File: src/rtl/pcie_phy_pkg.sv
// Shared constants for the PCIe physical-layer lane datapath.
//
// Contents:
//   PAD_BYTE   - K23.7 PAD symbol used to fill unused active lanes
//   W_X1/X2/X4 - link_width encodings (2'b11 is treated as x4 by users)
//   NUM_LANES  - physical lane count of the datapath
package pcie_phy_pkg;

    localparam logic [7:0] PAD_BYTE  = 8'hF7;

    localparam logic [1:0] W_X1      = 2'b00;
    localparam logic [1:0] W_X2      = 2'b01;
    localparam logic [1:0] W_X4      = 2'b10;

    localparam int         NUM_LANES = 4;

endpackage : pcie_phy_pkg

File: src/rtl/lane_byte_striper.sv
// lane_byte_striper
//
// Stripes a serial byte stream across 1, 2 or 4 active lanes (lane 0 first)
// and presents one registered lane group per completed stripe. A flush
// closes a partial group, padding the remaining active lanes with PAD_BYTE.
//
// Ports:
//   clk        - single clock, rising edge
//   reset      - asynchronous, active-low reset
//   in_data    - incoming byte
//   in_valid   - in_data valid this cycle (always accepted, no backpressure)
//   flush      - close the current partial group this cycle
//   link_width - 00 = x1, 01 = x2, 10/11 = x4; sampled at the start of a group
//   out0..out3 - registered lane bytes, held between groups
//   out_valid  - one-cycle pulse marking a new lane group
//   out_strb   - bit i set when lane i carries a real (non-pad) byte
module lane_byte_striper #(
    parameter int                DATA_W   = 8,
    parameter logic [DATA_W-1:0] PAD_BYTE = pcie_phy_pkg::PAD_BYTE
) (
    input  logic              clk,
    input  logic              reset,
    input  logic [DATA_W-1:0] in_data,
    input  logic              in_valid,
    input  logic              flush,
    input  logic [1:0]        link_width,
    output logic [DATA_W-1:0] out0,
    output logic [DATA_W-1:0] out1,
    output logic [DATA_W-1:0] out2,
    output logic [DATA_W-1:0] out3,
    output logic              out_valid,
    output logic [3:0]        out_strb
);

    import pcie_phy_pkg::*;

    // Active lane count for a link_width encoding; 2'b11 behaves as x4.
    function automatic logic [2:0] lane_count(input logic [1:0] w);
        logic [2:0] n;
        case (w)
            W_X1:    n = 3'd1;
            W_X2:    n = 3'd2;
            default: n = 3'd4;
        endcase
        return n;
    endfunction

    // ------------------------------------------------------------------
    // State
    // ------------------------------------------------------------------
    logic [1:0]        cnt_reg;
    logic [1:0]        cnt_next;
    logic [1:0]        width_reg;
    logic [1:0]        width_next;
    logic [DATA_W-1:0] hold_reg [NUM_LANES];
    logic [DATA_W-1:0] lane_reg [NUM_LANES];
    logic [DATA_W-1:0] lane_next [NUM_LANES];
    logic [3:0]        strb_reg;
    logic [3:0]        strb_next;
    logic              valid_reg;

    // ------------------------------------------------------------------
    // Group control
    // ------------------------------------------------------------------
    logic [2:0] n_active;   // lanes in use for the group being built
    logic [2:0] fill;       // real bytes in the group if it closes now
    logic       complete;
    logic       emit;

    always_comb begin
        // The first byte of a group latches the width; the same cycle must
        // already use it so that x1 completes on its first byte.
        width_next = width_reg;
        if (cnt_reg == 2'd0 && in_valid) begin
            width_next = link_width;
        end

        n_active = lane_count(width_next);
        fill     = {1'b0, cnt_reg} + {2'b00, in_valid};
        complete = in_valid && ({1'b0, cnt_reg} == (n_active - 3'd1));
        // A flush with nothing held and no byte arriving is a no-op.
        emit     = complete || (flush && (cnt_reg != 2'd0 || in_valid));

        cnt_next = cnt_reg;
        if (emit) begin
            cnt_next = 2'd0;
        end else if (in_valid) begin
            cnt_next = cnt_reg + 2'd1;
        end
    end

    // ------------------------------------------------------------------
    // Per-lane output selection
    // ------------------------------------------------------------------
    generate
        for (genvar gi = 0; gi < NUM_LANES; gi++) begin : g_lane
            logic [DATA_W-1:0] cur_byte;
            logic              is_real;
            logic              is_pad;

            // The byte arriving this cycle has not reached hold_reg yet.
            assign cur_byte = (in_valid && cnt_reg == 2'(gi)) ? in_data
                                                              : hold_reg[gi];
            assign is_real  = fill > 3'(gi);
            assign is_pad   = !is_real && (n_active > 3'(gi));

            assign lane_next[gi] = !emit   ? lane_reg[gi] :
                                   is_real ? cur_byte     :
                                   is_pad  ? PAD_BYTE     :
                                             '0;
            assign strb_next[gi] = emit ? is_real : strb_reg[gi];
        end
    endgenerate

    // ------------------------------------------------------------------
    // Registers
    // ------------------------------------------------------------------
    always_ff @(posedge clk or negedge reset) begin
        if (!reset) begin
            cnt_reg   <= 2'd0;
            width_reg <= W_X4;
            strb_reg  <= 4'b0000;
            valid_reg <= 1'b0;
            for (int i = 0; i < NUM_LANES; i++) begin
                hold_reg[i] <= '0;
                lane_reg[i] <= '0;
            end
        end else begin
            cnt_reg   <= cnt_next;
            width_reg <= width_next;
            strb_reg  <= strb_next;
            valid_reg <= emit;
            for (int i = 0; i < NUM_LANES; i++) begin
                if (in_valid && cnt_reg == 2'(i)) begin
                    hold_reg[i] <= in_data;
                end
                lane_reg[i] <= lane_next[i];
            end
        end
    end

    assign out0      = lane_reg[0];
    assign out1      = lane_reg[1];
    assign out2      = lane_reg[2];
    assign out3      = lane_reg[3];
    assign out_valid = valid_reg;
    assign out_strb  = strb_reg;

endmodule : lane_byte_striper

File: config.mk
export PLATFORM = sky130hd
export DESIGN_NAME = lane_byte_striper
export DESIGN_NICKNAME = d
export VERILOG_FILES = /design/src/rtl/pcie_phy_pkg.sv /design/src/rtl/lane_byte_striper.sv
export SDC_FILE = /design/constraint.sdc
export NUM_CORES = 1
export LEC_CHECK = 0
export CORE_ASPECT_RATIO = 0.8
export CORE_MARGIN = 10
export CORE_UTILIZATION = 55
export CTS_BUF_LIST = sky130_fd_sc_hd__clkbuf_16
export DETAILED_ROUTE_END_ITERATION = 8
export GPL_TIMING_DRIVEN = 1
export PLACE_DENSITY = 0.81
export RECOVER_POWER = 50
export SETUP_SLACK_MARGIN = 0.2
export SLEW_MARGIN = 20
export SYNTH_ARGS = -nofsm -noshare
export SYNTH_HDL_FRONTEND = slang
export SYNTH_SLANG_ARGS = --single-unit
File: constraint.sdc
create_clock -name clk -period 4.13 [get_ports clk]
set_input_delay 0.826 -clock clk [delete_from_list [all_inputs] [get_ports clk]]
set_output_delay 0.826 -clock clk [all_outputs]
set_load 0.01 [all_outputs]
* Word-level counts from Yosys, hierarchy flattened
Cells that the tools add are included.
** Word-level totals
- Word-level logic and storage cells :: 64
- Input port bits :: 14
- Flip-flop bits (word level) :: 73
- Output and inout port bits :: 37
** Cells by class
- Mux-type cells :: 16
- Reduce and logical (&&, ||, !) cells :: 20
- Order comparisons :: 8
- Add/sub/neg operators :: 3
- Eq/ne operators :: 5
** Operators by type and width (number)
- $mux W8 :: 12
- $gt A3 B1 Y1 const B :: 4
- $gt A3 B2 Y1 const B :: 4
- $logic_and A1 B1 Y1 :: 10
- $mux W2 :: 3
- $pmux W3 S2 :: 1
- $eq A2 B1 Y1 const B :: 2
- $eq A2 B2 Y1 const B :: 2
- $logic_not A1 Y1 :: 4
- $logic_not A2 Y1 :: 2
- $reduce_bool A2 Y1 :: 2
- $add A2 B1 Y3 :: 1
- $eq A2 B3 Y1 :: 1
- $sub A3 B1 Y3 const B :: 1
- $add A2 B1 Y2 const B :: 1
- $logic_or A1 B1 Y1 :: 2

* Depth between registers and ports, before layout
Gate-level depths: netlist of run 1.
- Depth after elaboration :: 10
- Depth in mapped cells :: 9
- Gate-level depth less buffers :: 6

* Worst setup path after synthesis of run 1
Ideal clock, no wire load.
- Kind :: input -> register
- Start point :: input in_valid
- End point :: register lane_reg, in the netlist out2[0]
- Arrival :: 2.435 ns
- Buffers on the path :: 0
- Stages :: 6
- Setup slack :: 1.570 ns
- Required time :: 4.005 ns
- Library setup time :: 0.125 ns
- Path through :: ha_1 inv_1 ha_1 a21oi_1 mux2_2 mux2_2
** On the way
- Longest elaborated chain between the ends :: 8
- Elaborated cells on any way between the ends :: 20
- Those cells by class :: add/sub: 2; order compare: 2; eq/ne: 2; mux: 5; reduce/logical: 9
** Ends and longest elaborated chain
- start: declaration :: line lane_byte_striper.sv:24 : input logic in_valid,
- $logic_and A1 B1 Y1 :: line lane_byte_striper.sv:74 : if (cnt_reg == 2'd0 && in_valid) begin
- $mux W2 :: line lane_byte_striper.sv:74
- $eq A2 B1 Y1 or $logic_not A2 Y1 (tied branches) :: line lane_byte_striper.sv:40 : case (w)
- $pmux W3 S2 :: line lane_byte_striper.sv:40
- $sub A3 B1 Y3 or $gt A3 B2 Y1 (tied branches) :: line lane_byte_striper.sv:80, lane_byte_striper.sv:105
- $eq A2 B3 Y1 or $logic_and A1 B1 Y1 (tied branches) :: line lane_byte_striper.sv:80, lane_byte_striper.sv:105
- $logic_and A1 B1 Y1 or $mux W8 (tied branches) :: line lane_byte_striper.sv:80, lane_byte_striper.sv:109
- $logic_or A1 B1 Y1 or $mux W8 (tied branches) :: line lane_byte_striper.sv:82, lane_byte_striper.sv:108
- end signal: indexed assignment :: line lane_byte_striper.sv:137 : lane_reg[i] <= lane_next[i];
- end: declaration :: line lane_byte_striper.sv:56 : logic [DATA_W-1:0] lane_reg [NUM_LANES];
Parallel ways exist; a longest one is shown, timed or not.
A chain may end at the register's enable or synchronous reset.

* Worst setup path after layout of run 1
- Start point :: input in_valid
- End point :: register lane_reg, in the netlist out1[1]
** On the way
- Longest elaborated chain between the ends :: 8
- Elaborated cells on any way between the ends :: 20
- Those cells by class :: add/sub: 2; order compare: 2; eq/ne: 2; mux: 5; reduce/logical: 9
** Ends and longest elaborated chain (line)
- $logic_and A1 B1 Y1 :: lane_byte_striper.sv:74
- $mux W2 :: lane_byte_striper.sv:74
- $eq A2 B1 Y1 or $logic_not A2 Y1 (tied branches) :: lane_byte_striper.sv:40
- $pmux W3 S2 :: lane_byte_striper.sv:40
- $sub A3 B1 Y3 or $gt A3 B1 Y1 (tied branches) :: lane_byte_striper.sv:80, lane_byte_striper.sv:105
- $eq A2 B3 Y1 or $logic_and A1 B1 Y1 (tied branches) :: lane_byte_striper.sv:80, lane_byte_striper.sv:105
- $logic_and A1 B1 Y1 or $mux W8 (tied branches) :: lane_byte_striper.sv:80, lane_byte_striper.sv:109
- $logic_or A1 B1 Y1 or $mux W8 (tied branches) :: lane_byte_striper.sv:82, lane_byte_striper.sv:108
Parallel ways exist; a longest one is shown, timed or not.

==> flow_summary.yaml, run 1 <==
run_status:
  status: "finished with violations"
  failed_checks: "capacitance limit, slew limit"
flow_run:
  cap_viol_max_count: 1
power:
  power.leakage_uw: 0.00182
  report.power.total_uw: 3500
  ir_drop_v: 0.000479
  powerDensity_mw_per_mm2: 849
timing:
  layout_min_cycle_time_ns: 3.29
  finalHoldWorstSlack_ns: 0.490
  drv_slew: 45
  maxClockFrequency_mhz: 304
  min_period_over_period: 0.797
  finalSetupViolations: 0
  max-slew-margin-rel: -0.516
  finalHoldViolations: 0
  tightestPinTransition_ns: 2.27
  grt_setup_unrepaired: "no"
  final.setup_skew_ns: 0.00370
  timing.setup.tns_ns: 0
yosys:
  synthesis.area_mm2: 0.00325
  post_synth_inst_count: 238
  yosys_most_used_dff: "sky130_fd_sc_hd__dfrtp_1"
  synth.most_common_cell: "sky130_fd_sc_hd__dfrtp_1"
  synth_area_leaders: "sky130_fd_sc_hd__dfrtp_1 55%, sky130_fd_sc_hd__mux2_2 20%, sky130_fd_sc_hd__mux2i_1 4.3%, sky130_fd_sc_hd__ha_1 3.5%, sky130_fd_sc_hd__nand2b_1 1.9%"
  synth_top_area_share: 0.554
  synth_edf_count: 0
  synth.yosys.seq_area_share: 0.562
  yosys_register_bits: 73
  post_synth.cell_area_avg_um2: 13.7
  synthArstFlopShare: 1.00
  synthesis.nets: 261
  yosys.cell_types.count: 28
  cell_types_with_the_highest_counts_after_synthesis: "72 x sky130_fd_sc_hd__dfrtp_1, 57 x sky130_fd_sc_hd__mux2_2, 16 x sky130_fd_sc_hd__inv_1"
  synth_warnings: 0
  synth_top_area_cell: "sky130_fd_sc_hd__dfrtp_1"
finish:
  final_util: 0.739
  layout-drive-gt1-share: 0.225
  max_reg_flops: 32
  antenna_cells: 0
  fin_nets: 320
  synthToLayoutAreaGrowth_pct: 26.9
  fill_cells: 386
global_route:
  grt_pass1_vias: 2167
  grt_usage: 0.151
  antenna_found_initial: 0
  grt_pass1_wl_mm: 11.1
  largest_net_degree_at_the_start_of_global_routing: 45
  global_route.overflow_total: 0
detailed_routing:
  drtIter0Drc: 77
  viasPerCell: 5.31
  highest_metal_layer_used_by_the_detailed_router: "met4"
  met3_wirelength_um: 469
  ant_nets: 0
  detail_route.wirelength_mm: 6.69
  detailroute.via_count: 2017
  post_route_drc_violation_count: 0
  firstDrtPassIters: 4
  detailed_routing_wirelength_on_met1_mm: 3.08
  routedWlPerCell_um: 17.6
  routed-wl-met2_mm: 3.04
die:
  dieHeight_um: 88.8
  core_region_area_mm2: 0.00559
  chipWidth_um: 106
  top_ports: 51
  fp.dieArea_mm2: 0.00941
  num_rows: 24
  initial_utilization: 0.582
clock_tree:
  worstSkewPairLatency_ns: 0.33
  postCtsHoldBufs: 0
  clock-root-buffer: "sky130_fd_sc_hd__clkbuf_16"
  total_clock_buffers_created_by_cts: 9
  cts.sink_count: 73
  cts_setup_buffers: 0
  clock_tree.htree_level_count: 3
  clk_transition_reported_paths_ns: 0.06
  clock_tree_from_tritoncts: "built"
  clock_path_buffers: 2
  post_cts_resized: 0
critical_path:
  start_kind: "input port"
  worst_setup_path_end_kind: "flip-flop"
  cp_data_required_time_ns: 4.34
  timing.setup.critical_path_class: "input port to flip-flop"
  crit_fanout: 15
  cp.arrival_ns: 3.50
  timing.reg2reg.setup_slack_ns: 1.43
worst_hold_path:
  hp-class: "flip-flop to flip-flop"
placed_design:
  gpl.final_weighted_congestion: 0.795
  io_buffers: 50
  hpwl_mm: 4.83
==> routing by layer <==
layer | vias to the layer above | GRT usage
met5 | - | 0
met2 | 53 | 0.230
met3 | 15 | 0.0719
li1 | 947 | -
met1 | 1002 | 0.190
met4 | 0 | 0.0442
==> final cells by class <==
cell class | count | area (µm²) | area share
Clock buffer | 9 | 225 | 0.0546
Clock inverter | 7 | 86.3 | 0.0209
Inverter | 16 | 60.1 | 0.0146
Multi-Input combinational cell | 141 | 1300 | 0.315
Sequential cell | 73 | 1830 | 0.443
Tap cell | 78 | 97.6 | 0.0237
Timing Repair Buffer | 56 | 528 | 0.128
==> critical path: stages <==
cell and delay (ns):
sky130_fd_sc_hd__dlygate4sd3_1 0.52, sky130_fd_sc_hd__clkbuf_1 0.49, sky130_fd_sc_hd__ha_1 0.32, sky130_fd_sc_hd__inv_1 0.08, sky130_fd_sc_hd__ha_1 0.32, sky130_fd_sc_hd__a221o_1 0.31
sky130_fd_sc_hd__a221o_1 0.42, sky130_fd_sc_hd__o22a_1 0.22
==> cells in the final DEF (no fill, tap or decap), types with 2 or more instances in the layout <==
cell	Yosys	final
sky130_fd_sc_hd__mux2_2	57	44
sky130_fd_sc_hd__a221o_1	2	2
sky130_fd_sc_hd__a21oi_1	9	9
sky130_fd_sc_hd__inv_1	16	17
sky130_fd_sc_hd__buf_4	4	3
sky130_fd_sc_hd__ha_1	9	9
sky130_fd_sc_hd__nand2b_1	10	10
sky130_fd_sc_hd__dfrtp_1	72	72
sky130_fd_sc_hd__nand2_1	8	9
sky130_fd_sc_hd__mux2i_1	14	14
sky130_fd_sc_hd__clkinv_2	0	2
sky130_fd_sc_hd__o22a_1	7	7
sky130_fd_sc_hd__nor2_1	5	5
sky130_fd_sc_hd__mux2_1	0	13
sky130_fd_sc_hd__clkbuf_16	0	9
sky130_fd_sc_hd__clkbuf_1	0	4
sky130_fd_sc_hd__clkdlybuf4s50_1	0	48
sky130_fd_sc_hd__nor2b_1	8	8
sky130_fd_sc_hd__bufinv_16	0	2
==> path summary, 6_finish.rpt <==
kind                             start           end  cells past startpoint
max                           in_valid       out1[1]                      8
min                        hold_reg[0]   hold_reg[0]                      1
max reg2reg                 cnt_reg[1]       out2[0]                      7
min reg2reg                hold_reg[0]   hold_reg[0]                      1
max in group asynchronous        reset       out0[6]                      2
min in group asynchronous        reset  hold_reg[21]                      1
==> through the flow <==
step / area, µm² / worst slack, ns / cells
after detailed placement: 3830 / 0.956 / 364
after global placement: 3830 / 1.04 / 364
final: 4130 / 0.838 / 380
after CTS: 4140 / 1.28 / 380
after global routing: 4130 / 0.670 / 380
after floorplan: 3250 / 1.57 / 238
==> power breakdown <==
part	internal, µW	total (µW)	switching (µW)
clock	523	804	282
combinational	825	1490	669
sequential	1060	1210	145
==> logic make-up (layout without fill, tap and decap cells) <==
| logic type | Yosys count | after routing | synth area share |
|---|---|---|---|
| flops | 73 | 73 | 0.562 |
| mux | 72 | 72 | 0.245 |
| simple gates | 36 | 36 | 0.0604 |
| buf+inv | 24 | 88 | 0.0369 |
| compound gates | 23 | 23 | 0.0581 |
| fa+ha+maj | 9 | 9 | 0.0346 |
| xor+xnor | 1 | 1 | 0.00269 |
Note: power is estimated with default switching activity, not from simulation.
==> inputs of run 2 (changes only) <==
CORE_UTILIZATION = 48   (was 55)
PLACE_DENSITY = 0.75   (was 0.81)
clock period = 2.7 ns   (was 4.13 ns; I/O delays follow)
==> run 2 against run 1 <==
  * The run still ends with capacitance limit, slew limit left
  * Sequential power rose by 51%
  * Register-to-register slack got worse by 1.1 ns
  * Worst setup slack got worse by 0.59 ns
  * Core utilization fell by 8.7 points
  * Critical endpoint is now out0[2]
  * Largest power group unchanged
==> flow_summary.yaml, run 2 (synthesis results as in run 1) <==
run_status:
  status: "finished with violations"
  failed_checks: "capacitance limit, slew limit"
finish:
  layout.cells.non_filler: 396
  antenna_cells: 0
  fin_nets: 330
  multi_input_comb_area_mm2: 0.00130
  fill_cells: 507
  final_util: 0.652
  layout-drive-gt1-share: 0.279
  synthToLayoutAreaGrowth_pct: 29.8
  final-seq-area_mm2: 0.00183
  layout.cells.most_common: "sky130_fd_sc_hd__dfrtp_1"
  max_reg_flops: 32
  layout.cells.most_common_list: "72 x sky130_fd_sc_hd__dfrtp_1, 49 x sky130_fd_sc_hd__mux2_2, 48 x sky130_fd_sc_hd__clkdlybuf4s50_1"
die:
  num_rows: 26
  dieHeight_um: 93.6
  core_region_area_mm2: 0.00647
  chipWidth_um: 112
  fp.dieArea_mm2: 0.0105
  top_ports: 51
  initial_utilization: 0.502
placed_design:
  placedCellCount: 380
  hpwl_mm: 4.82
  io_buffers: 50
  gpl.final_weighted_congestion: 0.768
detailed_routing:
  detailed_routing_wirelength_on_met1_mm: 3.06
  detailroute.via_count: 2026
  firstDrtPassIters: 4
  met3_wirelength_um: 464
  ant_nets: 0
  highest_metal_layer_used_by_the_detailed_router: "met4"
  viasPerCell: 5.12
  routedWlPerCell_um: 17.1
  detail_route.wirelength_mm: 6.78
  routed-wl-met2_mm: 3.20
  post_route_drc_violation_count: 0
  drtIter0Drc: 120
critical_path:
  worst_setup_path_end_kind: "flip-flop"
  cp_data_required_time_ns: 2.91
  start_kind: "input port"
  crit_fanout: 14
  cp.arrival_ns: 2.66
  timing.setup.critical_path_class: "input port to flip-flop"
  timing.reg2reg.setup_slack_ns: 0.30
clock_tree:
  total_clock_buffers_created_by_cts: 9
  clock_path_buffers: 2
  clock-root-buffer: "sky130_fd_sc_hd__clkbuf_16"
  cts_setup_buffers: 0
  clock_tree.htree_level_count: 3
  worstSkewPairLatency_ns: 0.32
  clock_tree_from_tritoncts: "built"
  postCtsHoldBufs: 0
  clk_transition_reported_paths_ns: 0.06
  cts.sink_count: 73
  post_cts_resized: 0
timing:
  min_period_over_period: 0.909
  finalHoldViolations: 0
  timing.setup.tns_ns: 0
  finalSetupViolations: 0
  layout_min_cycle_time_ns: 2.45
  grt_setup_unrepaired: "no"
  max-slew-margin-rel: -0.188
  final.setup_skew_ns: 0.00331
  maxClockFrequency_mhz: 407
  finalHoldWorstSlack_ns: 0.487
  tightestPinTransition_ns: 1.78
  drv_slew: 74
flow_run:
  cap_viol_max_count: 1
worst_hold_path:
  hp-class: "flip-flop to flip-flop"
power:
  powerDensity_mw_per_mm2: 1290
  report.power.total_uw: 5430
  power.leakage_uw: 0.00187
  ir_drop_v: 0.000585
global_route:
  largest_net_degree_at_the_start_of_global_routing: 74
  grt_usage: 0.135
  global_route.overflow_total: 0
  antenna_found_initial: 0
  grt_pass1_wl_mm: 11.4
  grt_pass1_vias: 2255
run 2: changes by cell type in the layout (fill, tap and decap cells not counted), moves of 2 or more:
cell / before / now
sky130_fd_sc_hd__buf_12: 0 / 2
sky130_fd_sc_hd__buf_4: 3 / 11
sky130_fd_sc_hd__clkbuf_1: 4 / 2
sky130_fd_sc_hd__mux2_1: 13 / 8
sky130_fd_sc_hd__mux2_2: 44 / 49
run 2: path summary, 6_finish.rpt:
kind,startpoint,to,depth (start not counted)
setup reg to reg,cnt_reg[1],out0[2],8
hold / removal,hold_reg[27],hold_reg[27],1
setup / recovery,in_valid,out0[2],7
max in group asynchronous,reset,out_strb[2],2
min in group asynchronous,reset,out1[6],2
hold reg to reg,hold_reg[27],hold_reg[27],1
run 2: area by class of cell:
cell class	instances	area share
Clock inverter	7	0.0166
Timing Repair Buffer	66	0.149
Sequential cell	73	0.433
Tap cell	84	0.0249
Inverter	16	0.0142
Clock buffer	9	0.0534
Multi-Input combinational cell	141	0.308
run 2: metal layers:
| layer | global-route usage | vias up |
|---|---|---|
| met3 | 0.0594 | 6 |
| met5 | 0 | - |
| li1 | - | 965 |
| met4 | 0.0390 | 0 |
| met2 | 0.221 | 46 |
| met1 | 0.159 | 1009 |
run 2: report_power, final:
part,switching [µW],internal (µW),total (µW)
sequential,202,1620,1830
combinational,1060,1380,2440
clock,447,714,1160
run 2: critical path, stage by stage:
cell and delay, ns:
sky130_fd_sc_hd__dlygate4sd3_1 0.56, sky130_fd_sc_hd__buf_4 0.19, sky130_fd_sc_hd__nand2_1 0.07, sky130_fd_sc_hd__clkbuf_1 0.47
sky130_fd_sc_hd__mux2_2 0.41, sky130_fd_sc_hd__nand2b_1 0.15, sky130_fd_sc_hd__mux2_2 0.26
run 2: metrics by stage:
stage,setup WS [ns],cell area [µm²]
floorplan,0.357,3250
global placement,0.0799,3950
detailed placement,0.0748,3950
CTS,0.381,4250
global route,0.152,4220
finish,0.245,4220
